$ cat src/rtl/wb_write_arbiter_if.sv
// Register-file write-port bundle: ALU writeback, long-latency results, issue reservations,
// decode busy queries and the merged register-file write.
interface wb_write_arbiter_if;
  logic        alu_we;
  logic [4:0]  alu_waddr;
  logic [31:0] alu_wdata;
  logic        lr_valid;
  logic        lr_ready;
  logic [4:0]  lr_waddr;
  logic [31:0] lr_wdata;
  logic        iss_valid;
  logic [4:0]  iss_waddr;
  logic [4:0]  q1_addr;
  logic [4:0]  q2_addr;
  logic        q1_busy;
  logic        q2_busy;
  logic        alu_stall;
  logic [4:0]  rf_waddr;
  logic [31:0] rf_wdata;

  // Arbiter side
  modport slave (
    input  alu_we, alu_waddr, alu_wdata,
    input  lr_valid, lr_waddr, lr_wdata,
    input  iss_valid, iss_waddr,
    input  q1_addr, q2_addr,
    output lr_ready, q1_busy, q2_busy, alu_stall, rf_waddr, rf_wdata
  );

  // Pipeline / register-file side
  modport master (
    output alu_we, alu_waddr, alu_wdata,
    output lr_valid, lr_waddr, lr_wdata,
    output iss_valid, iss_waddr,
    output q1_addr, q2_addr,
    input  lr_ready, q1_busy, q2_busy, alu_stall, rf_waddr, rf_wdata
  );
endinterface

$ cat src/rtl/wb_write_arbiter.sv
// Merges ALU writeback and FIFO-buffered long-latency results onto one register-file write port,
// with a pending-write scoreboard and starvation relief. Optional same-cycle bypass: WB_BYPASS_EN.
module wb_write_arbiter #(
  parameter int DEPTH        = 4,
  parameter int STARVE_LIMIT = 8
) (
  input logic               clk_i,
  input logic               rst_ni,
  wb_write_arbiter_if.slave wb
);

  localparam int PTR_W = (DEPTH > 1) ? $clog2(DEPTH) : 1;
  localparam int CNT_W = PTR_W + 1;
  localparam int ST_W  = $clog2(STARVE_LIMIT + 1);

  logic             active_q;
  logic [CNT_W-1:0] count_q, count_d;
  logic [PTR_W-1:0] rd_ptr_q, rd_ptr_d;
  logic [PTR_W-1:0] wr_ptr_q, wr_ptr_d;
  logic [ST_W-1:0]  starve_q, starve_d;
  logic [31:0]      sb_q, sb_d;

  logic [4:0]       mem_waddr [DEPTH];
  logic [31:0]      mem_wdata [DEPTH];

  logic             empty, full;
  logic             stall, alu_slot, pop, push, bypass, lr_ready;
  logic [4:0]       head_waddr;
  logic [31:0]      head_wdata;
  logic [4:0]       rf_waddr_c;
  logic [31:0]      rf_wdata_c;

  assign head_waddr = mem_waddr[rd_ptr_q];
  assign head_wdata = mem_wdata[rd_ptr_q];

  always_comb begin
    empty    = (count_q == '0);
    full     = (count_q == CNT_W'(DEPTH));
    // Forced drain slot once the FIFO has been blocked STARVE_LIMIT cycles in a row
    stall    = active_q && !empty && (starve_q == ST_W'(STARVE_LIMIT));
    alu_slot = active_q && wb.alu_we && (wb.alu_waddr != 5'd0) && !stall;
    pop      = active_q && !empty && !alu_slot;
`ifdef WB_BYPASS_EN
    bypass   = active_q && empty && !alu_slot && wb.lr_valid;
`else
    bypass   = 1'b0;
`endif
    lr_ready = active_q && (!full || bypass);
    push     = wb.lr_valid && lr_ready && !bypass;
  end

  always_comb begin
    rf_waddr_c = 5'd0;
    rf_wdata_c = 32'd0;
    if (alu_slot) begin
      rf_waddr_c = wb.alu_waddr;
      rf_wdata_c = wb.alu_wdata;
    end else if (pop) begin
      if (head_waddr != 5'd0) begin
        rf_waddr_c = head_waddr;
        rf_wdata_c = head_wdata;
      end
    end else if (bypass) begin
      if (wb.lr_waddr != 5'd0) begin
        rf_waddr_c = wb.lr_waddr;
        rf_wdata_c = wb.lr_wdata;
      end
    end
  end

  always_comb begin
    rd_ptr_d = rd_ptr_q;
    wr_ptr_d = wr_ptr_q;
    count_d  = count_q;
    starve_d = starve_q;
    if (push) wr_ptr_d = wr_ptr_q + PTR_W'(1);
    if (pop)  rd_ptr_d = rd_ptr_q + PTR_W'(1);
    count_d = count_q + CNT_W'(push) - CNT_W'(pop);
    if (pop)
      starve_d = '0;
    else if (!empty && alu_slot)
      starve_d = starve_q + ST_W'(1);
  end

  // Clear on retirement first so a same-cycle reservation of that register wins
  always_comb begin
    sb_d = sb_q;
    if (pop)    sb_d[head_waddr]  = 1'b0;
    if (bypass) sb_d[wb.lr_waddr] = 1'b0;
    if (active_q && wb.iss_valid) sb_d[wb.iss_waddr] = 1'b1;
    sb_d[0] = 1'b0;
  end

  always_ff @(posedge clk_i or negedge rst_ni) begin
    if (!rst_ni) begin
      active_q <= 1'b0;
      count_q  <= '0;
      rd_ptr_q <= '0;
      wr_ptr_q <= '0;
      starve_q <= '0;
      sb_q     <= '0;
    end else begin
      active_q <= 1'b1;
      count_q  <= count_d;
      rd_ptr_q <= rd_ptr_d;
      wr_ptr_q <= wr_ptr_d;
      starve_q <= starve_d;
      sb_q     <= sb_d;
    end
  end

  // Payload storage needs no reset: occupancy is tracked by count_q
  always_ff @(posedge clk_i) begin
    if (push) begin
      mem_waddr[wr_ptr_q] <= wb.lr_waddr;
      mem_wdata[wr_ptr_q] <= wb.lr_wdata;
    end
  end

  assign wb.lr_ready  = lr_ready;
  assign wb.alu_stall = stall;
  assign wb.rf_waddr  = rf_waddr_c;
  assign wb.rf_wdata  = rf_wdata_c;
  assign wb.q1_busy   = sb_q[wb.q1_addr];
  assign wb.q2_busy   = sb_q[wb.q2_addr];

endmodule
$ cat src/flat_wrapper.sv
// flat-port wrapper written by rule: the top's interface ports become plain ports
module wb_write_arbiter_flat 
#(
  parameter int DEPTH        = 4,
  parameter int STARVE_LIMIT = 8
)
  (clk_i, rst_ni, wb_alu_we, wb_alu_waddr, wb_alu_wdata, wb_lr_valid, wb_lr_waddr, wb_lr_wdata, wb_iss_valid, wb_iss_waddr, wb_q1_addr, wb_q2_addr, wb_lr_ready, wb_q1_busy, wb_q2_busy, wb_alu_stall, wb_rf_waddr, wb_rf_wdata);
  wb_write_arbiter_if wb_i ();
  input logic clk_i;
  input logic rst_ni;
  input wire logic [$bits(wb_i.alu_we)-1:0] wb_alu_we;
  input wire logic [$bits(wb_i.alu_waddr)-1:0] wb_alu_waddr;
  input wire logic [$bits(wb_i.alu_wdata)-1:0] wb_alu_wdata;
  input wire logic [$bits(wb_i.lr_valid)-1:0] wb_lr_valid;
  input wire logic [$bits(wb_i.lr_waddr)-1:0] wb_lr_waddr;
  input wire logic [$bits(wb_i.lr_wdata)-1:0] wb_lr_wdata;
  input wire logic [$bits(wb_i.iss_valid)-1:0] wb_iss_valid;
  input wire logic [$bits(wb_i.iss_waddr)-1:0] wb_iss_waddr;
  input wire logic [$bits(wb_i.q1_addr)-1:0] wb_q1_addr;
  input wire logic [$bits(wb_i.q2_addr)-1:0] wb_q2_addr;
  output wire logic [$bits(wb_i.lr_ready)-1:0] wb_lr_ready;
  output wire logic [$bits(wb_i.q1_busy)-1:0] wb_q1_busy;
  output wire logic [$bits(wb_i.q2_busy)-1:0] wb_q2_busy;
  output wire logic [$bits(wb_i.alu_stall)-1:0] wb_alu_stall;
  output wire logic [$bits(wb_i.rf_waddr)-1:0] wb_rf_waddr;
  output wire logic [$bits(wb_i.rf_wdata)-1:0] wb_rf_wdata;
  assign wb_i.alu_we = wb_alu_we;
  assign wb_i.alu_waddr = wb_alu_waddr;
  assign wb_i.alu_wdata = wb_alu_wdata;
  assign wb_i.lr_valid = wb_lr_valid;
  assign wb_i.lr_waddr = wb_lr_waddr;
  assign wb_i.lr_wdata = wb_lr_wdata;
  assign wb_i.iss_valid = wb_iss_valid;
  assign wb_i.iss_waddr = wb_iss_waddr;
  assign wb_i.q1_addr = wb_q1_addr;
  assign wb_i.q2_addr = wb_q2_addr;
  assign wb_lr_ready = wb_i.lr_ready;
  assign wb_q1_busy = wb_i.q1_busy;
  assign wb_q2_busy = wb_i.q2_busy;
  assign wb_alu_stall = wb_i.alu_stall;
  assign wb_rf_waddr = wb_i.rf_waddr;
  assign wb_rf_wdata = wb_i.rf_wdata;
  wb_write_arbiter #(.DEPTH(DEPTH), .STARVE_LIMIT(STARVE_LIMIT)) u_core (.clk_i(clk_i), .rst_ni(rst_ni), .wb(wb_i));
endmodule
$ cat config.mk
export PLATFORM = sky130hd
export DESIGN_NAME = wb_write_arbiter_flat
export DESIGN_NICKNAME = d
export VERILOG_FILES = /design/src/rtl/wb_write_arbiter_if.sv /design/src/rtl/wb_write_arbiter.sv /design/src/flat_wrapper.sv
export SDC_FILE = /design/constraint.sdc
export NUM_CORES = 1
export LEC_CHECK = 0
export ABC_CLOCK_PERIOD_IN_PS = 3200
export BUFFER_PORTS_ARGS = -buffer_cell sky130_fd_sc_hd__buf_4
export CORE_MARGIN = 2
export CORE_UTILIZATION = 45
export DETAILED_ROUTE_END_ITERATION = 10
export PLACE_DENSITY = 0.66
export SLEW_MARGIN = 20
export SYNTH_ARGS = -nofsm -noshare
export SYNTH_HDL_FRONTEND = slang
export SYNTH_SLANG_ARGS = --single-unit
$ cat constraint.sdc
create_clock -name clk_i -period 3.2 [get_ports clk_i]
set_clock_uncertainty 0.15 [all_clocks]
set_input_delay 0.64 -clock clk_i [delete_from_list [all_inputs] [get_ports clk_i]]
set_output_delay 0.64 -clock clk_i [all_outputs]
set_load 0.03 [all_outputs]
# [After elaboration in Yosys (flattened, before gate mapping)]
# Memories as Yosys holds them, arrays and structs flattened.
# Cells that the tools add are included.
[totals] regBits=43 latch_bits=0 ram_bits=148 rom_bits=0 inputBits=94 elab_cells=64 mem_count=2
[memory_table] name="u_core.mem_wdata" depth=4 width=32 read_ports=1 rd_clocked_by_memory_dff=0 wr=1 line_no="wb_write_arbiter.sv:24" text="logic [31:0] mem_wdata [DEPTH];"
[memory_table] name="u_core.mem_waddr" depth=4 width=5 read_ports=1 rd_clocked_by_memory_dff=0 wr=1 line_no="wb_write_arbiter.sv:23" text="logic [4:0] mem_waddr [DEPTH];"
[classes] n_addsub=5 n_mul=0 div_mod_pow=0 n_lt_le_gt_ge=6 n_eq_ne=2 shift=0 mux=20 bitwise=3 reduce_logical=20
[ops] operator="32-bit two-way mux" count=5
[ops] operator="32-bit AND" count=1
[ops] operator="32-bit inverter" count=1
[ops] operator="32-bit bitwise OR" count=1
[ops] operator="5-bit by 6-bit < comparator with 1-bit output (second input constant)" count=4
[ops] operator="5-bit two-way mux" count=3
[ops] operator="1-bit logical AND" count=12
[ops] operator="1-bit binary-select mux with 5-bit select" count=2
[ops] operator="1-bit demux with 5-bit select" count=2
[ops] operator="5-bit by 1-bit greater-or-equal comparator with 1-bit output (second input constant)" count=2
[ops] operator="5-bit nonzero test" count=2
[ops] operator="4-bit two-way mux" count=2
[ops] operator="1-bit two-way mux" count=6
[ops] operator="2-bit by 1-bit adder with 2-bit output (second input constant)" count=2
[ops] operator="4-bit by 1-bit adder with 4-bit output (second input constant)" count=1
[ops] operator="4-bit equality test (second input constant)" count=1
[ops] operator="1-bit logical NOT" count=4
[ops] operator="3-bit by 1-bit adder with 3-bit output" count=1
[ops] operator="3-bit equality test (second input constant)" count=1
[ops] operator="3-bit logical NOT" count=1
[ops] operator="3-bit by 1-bit subtractor with 3-bit output" count=1
[ops] operator="2-bit nonzero test" count=1

# [Depth between registers and ports, before layout]
[logic_depth] ltp_word=11 depth_mapped=13

# [Least setup slack after synthesis]
# Ideal clock, no wire load.
[synth_path] kind="input-to-output" from="in wb_alu_waddr[2]" to="out wb_rf_wdata[0]" arrival_time_ns=2.364 required_time_ns=2.410 path_slack_ns=0.046 stages=7 path_cell_list="or4_4 -> o211ai_4 -> and2_4 -> buf_12 -> a21boi_4 -> buf_6 -> a22o_1"
[synth_via] elab_chain_len=7
[synth_rtl] element="from (decl)" line_no="flat_wrapper.sv:12" text="input wire logic [$bits(wb_i.alu_waddr)-1:0] wb_alu_waddr;"
[synth_rtl] element="5-bit nonzero test" line_no="wb_write_arbiter.sv:41" text="alu_slot = active_q && wb.alu_we && (wb.alu_waddr != 5'd0) && !stall;"
[synth_rtl] element="1-bit logical AND (2 in series)" line_no="wb_write_arbiter.sv:41"
[synth_rtl] element="1-bit logical NOT" line_no="wb_write_arbiter.sv:42" text="pop = active_q && !empty && !alu_slot;"
[synth_rtl] element="1-bit logical AND" line_no="wb_write_arbiter.sv:42"
[synth_rtl] element="via u_core.pop" line_no="wb_write_arbiter.sv:27" text="logic stall, alu_slot, pop, push, bypass, lr_ready;"
[synth_rtl] element="32-bit two-way mux" line_no="wb_write_arbiter.sv:58" text="end else if (pop) begin"
[synth_rtl] element="32-bit two-way mux" line_no="wb_write_arbiter.sv:55" text="if (alu_slot) begin"
[synth_rtl] element="to (decl)" line_no="flat_wrapper.sv:26" text="output wire logic [$bits(wb_i.rf_wdata)-1:0] wb_rf_wdata;"
# The timed path passes the listed nets, and every way through them passes these cells.

# [Final worst setup path]
[layout_path] from="in wb_alu_waddr[2]" to="out wb_rf_wdata[17]"
[layout_via] elab_chain_len=7
[layout_rtl] element="5-bit nonzero test *" line_no="wb_write_arbiter.sv:41"
[layout_rtl] element="1-bit logical AND * (2 in series)" line_no="wb_write_arbiter.sv:41"
[layout_rtl] element="1-bit logical NOT" line_no="wb_write_arbiter.sv:42"
[layout_rtl] element="1-bit logical AND" line_no="wb_write_arbiter.sv:42"
[layout_rtl] element="32-bit two-way mux" line_no="wb_write_arbiter.sv:58"
[layout_rtl] element="32-bit two-way mux *" line_no="wb_write_arbiter.sv:55"
# Every way passes the cells marked *; elsewhere a longest branch is shown, timed or not.

==> impl_metrics.yaml <==
drt:
  via_per_inst: 5.81
  ant_nets: 0
  route.vias.total: 5295
  initialDrtViolationCount: 437
  drt_pass1_iterations: 4
  wl_mm: 20.1
  drc: 0
  wl_per_cell_um: 22.1
timing:
  relSlewSlack_pct: 56.5
  finalSetupViolCount: 0
  drv_slew: 0
  worstMarginPinSlew_ns: 0.647
  period_minus_slack_ns: 3.19
  fin_crit_sh_pct: 99.7
  hold_viol: 0
  max_freq_ghz: 0.313
  rsz0062_at_grt: "yes"
clocking:
  cts_tree: "done"
  clk_pin_slew_worst_paths_ns: 0.07
  htree_levels: 4
  cts-hold-fix-buffers: 0
  clock_latency_ns: 0.43
  clock-sinks: 191
  clock-root-buffer: "clkbuf_16"
  numCtsBuffers: 17
  clockBufferDepth: 2
logic_synthesis:
  synthFlopType: "edfxtp_1"
  ys_ff_latch: 191
  synthTopCellsByArea: "edfxtp_1 53%, mux4_2 14%, dfrtp_1 13%"
  yosysWarnings: 0
  ys_seq_area_share_pct: 66.1
  synthCells: 501
  ys_types: 47
  syn_area_um2: 8350
  synth_commonest_cells: "148 x edfxtp_1, 51 x mux4_2, 47 x o21ai_0, 43 x dfrtp_1, 38 x a22o_1"
  synth.top_cell.area_share_pct: 53.2
  syn_avg_cell_area_um2: 16.7
  syn_nets: 604
  yosysMostFrequentCell: "edfxtp_1"
  async_reset_ff_share_pct: 22.5
  yosys.area.top_type: "edfxtp_1"
  synth_edf_count: 148
critical_path:
  setup.worst_path.end_class: "output port"
  r2r_slack_ns: 0.51
  critPathSlowestCell: "or4_4"
  path_max_fanout: 25
  worst-path-buf-inv: 3
  critPathLaunchType: "input port"
  crit_family: "simple AND/OR/NAND/NOR gates"
  critPathKind: "input port to output port"
  worst_ep_required_time_ns: 2.41
  worstPathCellList: "buf_6, or4_4, o211ai_4, and2_4, a21boi_4, buf_12, a22o_1, buf_6"
  worst_path_most_repeated_cell: "buf_6"
  cp_slowest_stage_delay_ns: 0.54
  arrival_ns: 2.40
place:
  dp.cells: 861
  routabilityCongestion: 0.865
  io_buffers: 134
  place_hpwl_mm: 12.4
  dpl-instance-area_um2: 9690
global_route:
  grt_pass1_wl_mm: 30.9
  grt_overflow: 0
  grt_start_max_net_pins: 44
  antenna_found_initial: 1
  grt_pass1_vias: 5586
  grt_usage_pct: 21.2
power:
  power.total_w: 0.00874
  ir_drop_v: 0.000572
  power_density_nw_per_um2: 822
  p_leak_nw: 3.98
outcome:
  status: "finished clean"
floorplanning:
  io_pins: 135
  design.core.area_um2: 18100
  std_cell_rows: 49
  fp.dieH_um: 140
  start_util_pct: 46.2
  dieArea_um2: 19700
  die_x_um: 140
finish:
  area_delta_synth_final_pct: 27.3
  post-route-cell-area_um2: 10600
  final_nets: 771
  stdcell_count: 911
  drive_gt1_share_pct: 39.8
run:
  drv_cap: 0
min_path:
  hold_class: "input port to asynchronous set/reset pin"
[metal layers]
metal | track usage [%] | vias to the layer above | routed length (µm) | part of all wire (%)
met5 | 0 | - | 0 | 0
met4 | 7.50 | 0 | 381 | 1.9
met3 | 7.38 | 28 | 1560 | 7.8
met2 | 34.8 | 215 | 9960 | 49
met1 | 26.3 | 2692 | 8230 | 41
li1 | - | 2360 | - | -
[logic make-up after synthesis]
kind of cell | synth area share, %
xor gates and xnor gates | 0.629
muxes | 14.5
DFF | 66.1
and+or+nand+nor | 6.05
adders and majority gates | 1.44
buffers and inverters | 2.13
AOI/OAI and AO/OA | 9.11
other | 0.0449
[metrics by stage]
step | hold slack (ns) | setup TNS [ns] | util (%) | setup slack [ns]
3_3_place_gp | 0.343 | 0 | 53.6 | 0.00147
4_1_cts | 0.0624 | -0.0291 | 58.0 | -0.00762
6_report | 0.0485 | 0 | 58.8 | 0.00980
5_1_grt | 0.0748 | -1.49 | 58.8 | -0.0656
2_1_floorplan | 0.194 | 0 | - | 0.0464
3_5_place_dp | 0.347 | -4.06 | 53.6 | -0.137
[sequential cells by signal (all words and copies together) (netlist names)]
| name | count |
|---|---|
| u_core.active_q | 1 |
| u_core.count_q | 3 |
| u_core.mem_waddr | 20 |
| u_core.mem_wdata | 128 |
| u_core.rd_ptr_q | 2 |
| u_core.sb_q | 31 |
| u_core.starve_q | 4 |
| u_core.wr_ptr_q | 2 |
[cells in the final DEF (no fill, tap or decap), drive strengths merged, types with 2 or more instances in the layout]
master / n
or3: 6
clkinvlp: 2
xor2: 2
clkbuf: 17
nand2b: 2
a21boi: 2
xnor2: 4
ha: 8
a22o: 39
nand3: 8
a21oi: 6
and3: 7
dfrtp: 43
mux2i: 6
nand2: 23
and2: 6
mux4: 51
o21ai: 54
nor2: 15
inv: 18
nand4: 5
buf: 168
nor3: 3
o2bb2ai: 6
nor3b: 6
nand3b: 7
o32ai: 2
clkinv: 6
nor2b: 2
edfxtp: 148
[power by group]
group	total [W]	internal (W)	switching, W
logic	0.00317	0.00151	0.00166
registers	0.00341	0.00315	0.000267
clock network	0.00215	0.00113	0.00103
total	0.00874	0.00578	0.00295
[worst paths after layout]
check	depth (start not counted)	endpoint	from
setup / recovery	8	wb_rf_wdata[17]	wb_alu_waddr[2]
hold / removal	1	u_core.sb_q[12]$_DFF_PN0_	rst_ni
setup reg to reg	11	u_core.count_q[2]$_DFF_PN0_	u_core.count_q[1]$_DFF_PN0_
hold reg to reg	1	u_core.sb_q[31]$_DFF_PN0_	u_core.sb_q[31]$_DFF_PN0_
max in group asynchronous	1	u_core.rd_ptr_q[1]$_DFFE_PN0P_	rst_ni
min in group clk_i	1	u_core.mem_wdata[2][9]$_DFFE_PP_	wb_lr_wdata[9]
[final cells by class]
| type | instances | area [µm²] |
|---|---|---|
| Fill cell | 1377 | 7460 |
| Sequential cell | 191 | 5520 |
| Multi-Input combinational cell | 278 | 2740 |
| Timing Repair Buffer | 168 | 1410 |
| Clock buffer | 17 | 425 |
| Tap cell | 229 | 287 |
| Clock inverter | 15 | 190 |
| Inverter | 12 | 45.0 |
| Antenna cell | 1 | 2.50 |
[timing repair]
action                                  4_1_cts  5_1_grt
pin swaps                                     3        3
resized for setup                            20       18
endpoints found under the setup margin       37       34
buffers inserted                              7        7
gates cloned                                  3        0
Power figures use the tool's default switching activity.
